===== config.mk =====
export PLATFORM = sky130hd
export DESIGN_NAME = alu_issue_stage
export DESIGN_NICKNAME = d
export VERILOG_FILES = /design/src/rtl/alu_issue_stage.sv
export SDC_FILE = /design/constraint.sdc
export NUM_CORES = 1
export LEC_CHECK = 0
export ABC_AREA = 0
export CAP_MARGIN = 20
export CORE_AREA = 2 2 119 121
export CTS_CLUSTER_SIZE = 12
export DETAILED_ROUTE_END_ITERATION = 6
export DIE_AREA = 0 0 121 123
export PLACE_DENSITY = 0.72
export SLEW_MARGIN = 0
export SYNTH_ARGS = -nofsm -noshare
export SYNTH_HDL_FRONTEND = slang
export SYNTH_SLANG_ARGS = --single-unit

===== constraint.sdc =====
create_clock -name clk -period 3.4 [get_ports clk]
set_input_delay 1.02 -clock clk [delete_from_list [all_inputs] [get_ports clk]]
set_output_delay 1.02 -clock clk [all_outputs]
set_load 0.05 [all_outputs]

===== src/rtl/alu_issue_stage.sv =====
// ID/EX pipeline register with operand forwarding and load-use hazard detection.
// Define ISSUE_FWD_EN to build the MEM/WB forwarding muxes; without it, RAW hazards stall instead.
module alu_issue_stage #(
    parameter int DW = 32,
    parameter int RW = 5
) (
    input  logic          clk,
    input  logic          reset,
    input  logic          id_valid,
    input  logic [RW-1:0] id_rs_addr,
    input  logic [RW-1:0] id_rt_addr,
    input  logic          id_use_rs,
    input  logic          id_use_rt,
    input  logic [DW-1:0] id_rs_data,
    input  logic [DW-1:0] id_rt_data,
    input  logic [DW-1:0] id_imm,
    input  logic          id_alusrc,
    input  logic [2:0]    id_aluctrl,
    input  logic [RW-1:0] id_rd_addr,
    input  logic          id_regwrite,
    input  logic          id_memtoreg,
    input  logic [RW-1:0] mem_rd_addr,
    input  logic          mem_regwrite,
    input  logic [DW-1:0] mem_result,
    input  logic [RW-1:0] wb_rd_addr,
    input  logic          wb_regwrite,
    input  logic [DW-1:0] wb_result,
    input  logic          flush,
    input  logic          ex_hold,
    output logic          stall_id,
    output logic          ex_valid,
    output logic [DW-1:0] ex_alu_a,
    output logic [DW-1:0] ex_alu_b,
    output logic [2:0]    ex_aluctrl,
    output logic [DW-1:0] ex_store_data,
    output logic [RW-1:0] ex_rd_addr,
    output logic          ex_regwrite,
    output logic          ex_memtoreg
);

    logic          valid_reg,    valid_next;
    logic [RW-1:0] rs_addr_reg,  rs_addr_next;
    logic [RW-1:0] rt_addr_reg,  rt_addr_next;
    logic [DW-1:0] rs_data_reg,  rs_data_next;
    logic [DW-1:0] rt_data_reg,  rt_data_next;
    logic [DW-1:0] imm_reg,      imm_next;
    logic          alusrc_reg,   alusrc_next;
    logic [2:0]    aluctrl_reg,  aluctrl_next;
    logic [RW-1:0] rd_addr_reg,  rd_addr_next;
    logic          regwrite_reg, regwrite_next;
    logic          memtoreg_reg, memtoreg_next;

    // Index 0 is the rs operand, index 1 is the rt operand.
    logic [RW-1:0] src_addr [2];
    logic [DW-1:0] src_data [2];
    logic [DW-1:0] fwd_data [2];
    logic [RW-1:0] id_addr  [2];
    logic          id_use   [2];
    logic          id_ex_match [2];
    logic          raw_match   [2];

    logic load_use;
    logic raw_hazard;
    logic hazard;

    assign src_addr[0] = rs_addr_reg;
    assign src_addr[1] = rt_addr_reg;
    assign src_data[0] = rs_data_reg;
    assign src_data[1] = rt_data_reg;
    assign id_addr[0]  = id_rs_addr;
    assign id_addr[1]  = id_rt_addr;
    assign id_use[0]   = id_use_rs;
    assign id_use[1]   = id_use_rt;

    genvar gi;
    generate
        for (gi = 0; gi < 2; gi++) begin : g_opnd
            assign id_ex_match[gi] = id_use[gi] && (id_addr[gi] == rd_addr_reg);
`ifdef ISSUE_FWD_EN
            logic [DW-1:0] fwd_sel;
            // MEM is the younger producer, so it wins over WB.
            always_comb begin
                fwd_sel = src_data[gi];
                if (mem_regwrite && (mem_rd_addr != '0) && (mem_rd_addr == src_addr[gi]))
                    fwd_sel = mem_result;
                else if (wb_regwrite && (wb_rd_addr != '0) && (wb_rd_addr == src_addr[gi]))
                    fwd_sel = wb_result;
            end
            assign fwd_data[gi]  = fwd_sel;
            assign raw_match[gi] = 1'b0;
`else
            logic unused_addr;
            assign unused_addr   = ^src_addr[gi];
            assign fwd_data[gi]  = src_data[gi];
            // Without forwarding, any in-flight writer of a source register blocks issue.
            assign raw_match[gi] = id_use[gi] && (id_addr[gi] != '0) &&
                                   ((regwrite_reg && (rd_addr_reg == id_addr[gi])) ||
                                    (mem_regwrite && (mem_rd_addr == id_addr[gi])) ||
                                    (wb_regwrite  && (wb_rd_addr  == id_addr[gi])));
`endif
        end
    endgenerate

`ifndef ISSUE_FWD_EN
    logic unused_results;
    assign unused_results = ^{mem_result, wb_result};
`endif

    assign load_use   = id_valid && valid_reg && memtoreg_reg && (rd_addr_reg != '0) &&
                        (id_ex_match[0] || id_ex_match[1]);
    assign raw_hazard = id_valid && (raw_match[0] || raw_match[1]);
    assign hazard     = load_use || raw_hazard;
    assign stall_id   = hazard || ex_hold;

    always_comb begin
        valid_next    = valid_reg;
        rs_addr_next  = rs_addr_reg;
        rt_addr_next  = rt_addr_reg;
        rs_data_next  = rs_data_reg;
        rt_data_next  = rt_data_reg;
        imm_next      = imm_reg;
        alusrc_next   = alusrc_reg;
        aluctrl_next  = aluctrl_reg;
        rd_addr_next  = rd_addr_reg;
        regwrite_next = regwrite_reg;
        memtoreg_next = memtoreg_reg;
        if (!ex_hold) begin
            if (flush || hazard) begin
                valid_next    = 1'b0;
                rs_addr_next  = '0;
                rt_addr_next  = '0;
                rs_data_next  = '0;
                rt_data_next  = '0;
                imm_next      = '0;
                alusrc_next   = 1'b0;
                aluctrl_next  = '0;
                rd_addr_next  = '0;
                regwrite_next = 1'b0;
                memtoreg_next = 1'b0;
            end else begin
                valid_next    = id_valid;
                rs_addr_next  = id_rs_addr;
                rt_addr_next  = id_rt_addr;
                rs_data_next  = id_rs_data;
                rt_data_next  = id_rt_data;
                imm_next      = id_imm;
                alusrc_next   = id_alusrc;
                aluctrl_next  = id_aluctrl;
                rd_addr_next  = id_rd_addr;
                regwrite_next = id_regwrite;
                memtoreg_next = id_memtoreg;
            end
        end
    end

    always_ff @(posedge clk) begin
        if (reset) begin
            valid_reg    <= 1'b0;
            rs_addr_reg  <= '0;
            rt_addr_reg  <= '0;
            rs_data_reg  <= '0;
            rt_data_reg  <= '0;
            imm_reg      <= '0;
            alusrc_reg   <= 1'b0;
            aluctrl_reg  <= '0;
            rd_addr_reg  <= '0;
            regwrite_reg <= 1'b0;
            memtoreg_reg <= 1'b0;
        end else begin
            valid_reg    <= valid_next;
            rs_addr_reg  <= rs_addr_next;
            rt_addr_reg  <= rt_addr_next;
            rs_data_reg  <= rs_data_next;
            rt_data_reg  <= rt_data_next;
            imm_reg      <= imm_next;
            alusrc_reg   <= alusrc_next;
            aluctrl_reg  <= aluctrl_next;
            rd_addr_reg  <= rd_addr_next;
            regwrite_reg <= regwrite_next;
            memtoreg_reg <= memtoreg_next;
        end
    end

    assign ex_valid      = valid_reg;
    assign ex_alu_a      = fwd_data[0];
    assign ex_alu_b      = alusrc_reg ? imm_reg : fwd_data[1];
    assign ex_store_data = fwd_data[1];
    assign ex_aluctrl    = aluctrl_reg;
    assign ex_rd_addr    = rd_addr_reg;
    assign ex_regwrite   = regwrite_reg;
    assign ex_memtoreg   = memtoreg_reg;

endmodule

; Word level (Yosys, flattened, before mapping)
; Index checks and enable logic that the tools add are counted.
[totals]
regBits = 108
wordCells = 56
output_inout_bits = 108
input_bits = 200
[classes]
n_eq_ne = 8
reduce_logical = 29
mux = 10
[ops]
columns = op, n
row1 = $mux W32, 4
row2 = $eq A5 B5 Y1, 8
row3 = $logic_and A1 B1 Y1, 17
row4 = $reduce_bool A5 Y1, 3
row5 = $logic_or A1 B1 Y1, 9
row6 = $mux W5, 1
row7 = $mux W1, 4
row8 = $mux W3, 1

; Longest topological paths before layout
[logic_depth]
word_depth = 10
ltp_mapped = 8
depth_no_buf = 6

; Worst setup path after synthesis
; No wires, ideal clock.
[synth_path]
path_kind = input port to output port
startpoint = input id_rt_addr[1]
endpoint = output stall_id
t_required_ns = 2.380
path_stages = 4
arrival_time_ns = 2.510
setup_slack_ns = -0.130
n_path_buf = 0
path_cell_list = or4_1 > o211ai_1 > a21oi_1 > or4_1
[synth_between]
elab_chain_cells = 9
word_cells_on_any_way = 19
classes_between = eq/ne: 4 / reduce/logical: 15
[synth_lines]
columns = element, line_no
row1 = start: declaration, 11  ; input logic [RW-1:0] id_rt_addr,
row2 = $eq A5 B5 Y1 (on tied branches), "78, 97, 98"
row3 = $logic_and A1 B1 Y1 (on tied branches), "97, 98"
row4 = $logic_or A1 B1 Y1, 97  ; ((regwrite_reg && (rd_addr_reg == id_addr[gi])) ||
row5 = $logic_or A1 B1 Y1, 98  ; (mem_regwrite && (mem_rd_addr == id_addr[gi])) ||
row6 = $logic_and A1 B1 Y1, 96  ; assign raw_match[gi] = id_use[gi] && (id_addr[gi] != '0) &&
row7 = $logic_or A1 B1 Y1, 111  ; assign raw_hazard = id_valid && (raw_match[0] || raw_match[1]);
row8 = $logic_and A1 B1 Y1, 111
row9 = $logic_or A1 B1 Y1 *, 112  ; assign hazard = load_use || raw_hazard;
row10 = $logic_or A1 B1 Y1 *, 113  ; assign stall_id = hazard || ex_hold;
row11 = end: declaration, 30  ; output logic stall_id,
; Mark *: on every way between the ends. The rest lies on a longest branch, timed or not.

; Final worst setup path
[layout_path]
startpoint = input id_rs_addr[2]
endpoint = output stall_id
[layout_between]
elab_chain_cells = 9
word_cells_on_any_way = 19
classes_between = eq/ne: 4 / reduce/logical: 15
[layout_lines]
columns = element, line_no
row1 = start: declaration, 10  ; input logic [RW-1:0] id_rs_addr,
row2 = $eq A5 B5 Y1 (on tied branches), "78, 97, 98"
row3 = $logic_and A1 B1 Y1 (on tied branches), "97, 98"
row4 = $logic_or A1 B1 Y1, 97
row5 = $logic_or A1 B1 Y1, 98
row6 = $logic_and A1 B1 Y1, 96
row7 = $logic_or A1 B1 Y1, 111
row8 = $logic_and A1 B1 Y1, 111
row9 = $logic_or A1 B1 Y1 *, 112
row10 = $logic_or A1 B1 Y1 *, 113
; Marks and branches as above.

==> results.py <==
metrics = {
    "flow_run": {
        "maxCapViolations": 0,
    },
    "yosys": {
        "async_flop_share_pct": 0,
        "yosysWarnings": 0,
        "yosys.area.top_type_share_pct": 53.6,
        "dominantRegCellSynth": "dfxtp_1",
        "synth_xor_area_share_pct": 6.51,
        "synthCells": 334,
        "synth-simple-area-share_pct": 3.44,
        "synth_adder_area_share_pct": 0,
        "synthesis.nets": 534,
        "synth-seq-cells": 108,
        "synth_area_leaders": "dfxtp_1 (54%), a22o_1 (23%), mux2_2 (8.9%)",
        "synth_edf_count": 0,
        "ys_types": 21,
        "synth_top_family_by_area": "compound AO/OA/AOI/OAI gates",
        "postSynthAreaPerCell_um2": 12.1,
        "seq_area_frac_synth_pct": 53.6,
        "syn-cell-area_mm2": 0.00404,
        "yosys.area.top_type": "dfxtp_1",
        "synth_mux_area_share_pct": 8.93,
        "synth_compound_area_share_pct": 24.8,
    },
    "routing": {
        "dr.pass1.iters": 4,
        "dr_total_vias": 3841,
        "postRouteAntennaNets": 0,
        "routed_via_density": 4.92,
        "drcViolationCount": 0,
        "wl_per_cell_um": 17.7,
        "drt_wl_total_mm": 13.8,
        "drtIter0Drc": 129,
    },
    "grt": {
        "grt_pass1_vias": 3803,
        "grt_pass1_wl_mm": 19.8,
        "antenna_found_initial": 0,
        "overflow": 0,
        "grt_max_degree": 80,
        "grt_usage_pct": 17.0,
    },
    "floorplan": {
        "core.rowCount": 43,
        "die_width_um": 121,
        "die_h_um": 123,
        "dieArea_mm2": 0.0149,
        "core-area_mm2": 0.0136,
        "io_pins": 308,
        "initial_core_util_pct": 29.7,
    },
    "timing": {
        "clock.fmax_mhz": 273,
        "setup_viol": 1,
        "setup_slack_ps": -261,
        "timing.final.crit_share_pct": 108,
        "rsz0062_at_grt": "yes",
        "hold_viol_final": 0,
        "worstMarginPinSlew_ps": 545,
        "maxSlewHeadroom_pct": 63.6,
        "clock-skew-final_ps": 8.42,
        "min_period_ps": 3660,
        "maxSlewViolCount": 0,
        "tns_ps": -261,
    },
    "cts": {
        "clk_pin_slew_ps": 70,
        "cts_root_buffer": "clkbuf_16",
        "clock_sinks": 108,
        "numCtsBuffers": 9,
        "htreeDepth": 3,
        "cts.path.max_buffers": 2,
        "clock_latency_ps": 350,
        "cts_tree": "yes",
    },
    "worst_setup_path": {
        "start_kind": "input port",
        "cp_max_fo": 2,
        "end_kind": "primary output",
        "crit_arrival_ps": 2640,
        "criticalPathCategory": "input port to primary output",
        "required_ps": 2380,
    },
    "power_and_ir_drop": {
        "ir_drop_v": 0.000215,
        "swShare_pct": 28.3,
        "seqPwrFrac_pct": 44.6,
        "power.net_switching_uw": 857,
        "p_comb_share_pct": 21.7,
        "p_leak_nw": 2.87,
        "p_int_mw": 2.18,
        "cellPowerDensity_mw_per_mm2": 417,
        "power_frac_clock_pct": 33.7,
    },
    "finish": {
        "diodes": 0,
        "syn_to_final_growth_pct": 80.2,
        "final_util_pct": 53.4,
        "final_common_cell": "clkdlybuf4s50_1",
        "nNetsFinal": 795,
        "final_area_mm2": 0.00727,
        "final_cell_mix": "clkdlybuf4s50_1 (221), a22o_1 (108), dfxtp_1 (107)",
        "drive_above_1_share_pct": 16.7,
    },
    "placed_design": {
        "port_buffers": 243,
        "dp_hpwl_mm": 9.21,
        "placed_area_mm2": 0.00679,
        "globalplace.congestion": 0.819,
    },
    "outcome": {
        "violations": "setup timing",
        "status": "finished with violations",
    },
    "min_path": {
        "hp-class": "flop to flop",
    },
}
## synthesized netlist by cell type, types with 2 or more instances
master	instances
a22o_1	108
xor2_1	26
buf_4	2
mux2_2	32
xnor2_1	4
nor3_1	2
or4_1	4
nand3_1	4
a21oi_1	3
dfxtp_1	108
nor4_1	4
a32oi_1	2
o211ai_1	2
nor2_1	2
clkbuf_1	24
and2_1	2
## final cells by class
type / instances / area [um^2]
Timing Repair Buffer: 277 / 2800
Tap cell: 180 / 225
Clock buffer: 11 / 253
Fill cell: 1159 / 6340
Sequential cell: 108 / 2160
Clock inverter: 5 / 35.0
Multi-Input combinational cell: 199 / 1800
## metal layers
layer | track usage, % | wire length (um) | vias up | share of wire (%)
met4 | 7.12 | 349 | 0 | 2.5
met5 | 0 | 0 | - | 0
met2 | 27.1 | 6380 | 199 | 46
met1 | 20.4 | 5800 | 1808 | 42
li1 | - | - | 1810 | -
met3 | 6.78 | 1320 | 24 | 9.5
## metrics by stage
stage	cells	power [mW]	hold slack, ps	setup slack (ps)
global placement	749	2.02	450	-563
CTS	774	3.04	475	-250
finish	780	3.03	474	-261
floorplan	334	1.70	437	1.97
global route	780	3.15	490	-412
detailed placement	749	2.02	455	-569
## worst max-delay path: stages
cell and delay [ps]:
clkdlybuf4s15_1 180, or4_1 510, o211ai_1 230, a21oi_2 70
or4_4 450, buf_8 170
## power by group through the flow
stage	Clock [mW]	Sequential [mW]	Combinational (mW)
after floorplan	0	1.50	0.201
after global placement	0	1.38	0.637
after detailed placement	0	1.38	0.641
after CTS	1.05	1.35	0.640
after global routing	1.10	1.36	0.688
final	1.02	1.35	0.657
## cell families (layout without fill, tap and decap cells)
group                     Yosys count  count (layout)
buffers and inverters              27             293
xor gates and xnor gates           30              30
muxes                              32              32
DFF                               108             108
and+or+nand+nor                    21              21
AOI/OAI and AO/OA                 116             116
## path summary, 6_finish.rpt
path	to	slack [ps]	startpoint	depth (start not counted)
setup / recovery	stall_id	-260	id_rs_addr[2]	6
hold / removal	imm_reg[26]$_SDFFE_PP0N_	470	imm_reg[26]$_SDFFE_PP0N_	1
setup reg to reg	ex_store_data[16]$_SDFFE_PP0N_	810	ex_rd_addr[3]$_SDFFE_PP0N_	16
hold reg to reg	imm_reg[26]$_SDFFE_PP0N_	470	imm_reg[26]$_SDFFE_PP0N_	1
## repair_timing
action / 4_1_cts / 5_1_grt
cloned: 0 / 4
endpoints found under the setup margin: 1 / 109
hold buffers: 0 / 0
resized for setup: 51 / 21
buffers inserted: 9 / 4
pin swaps: 54 / 12
hold endpoints to repair: 0 / 0
(Power assumes the default switching activity.)
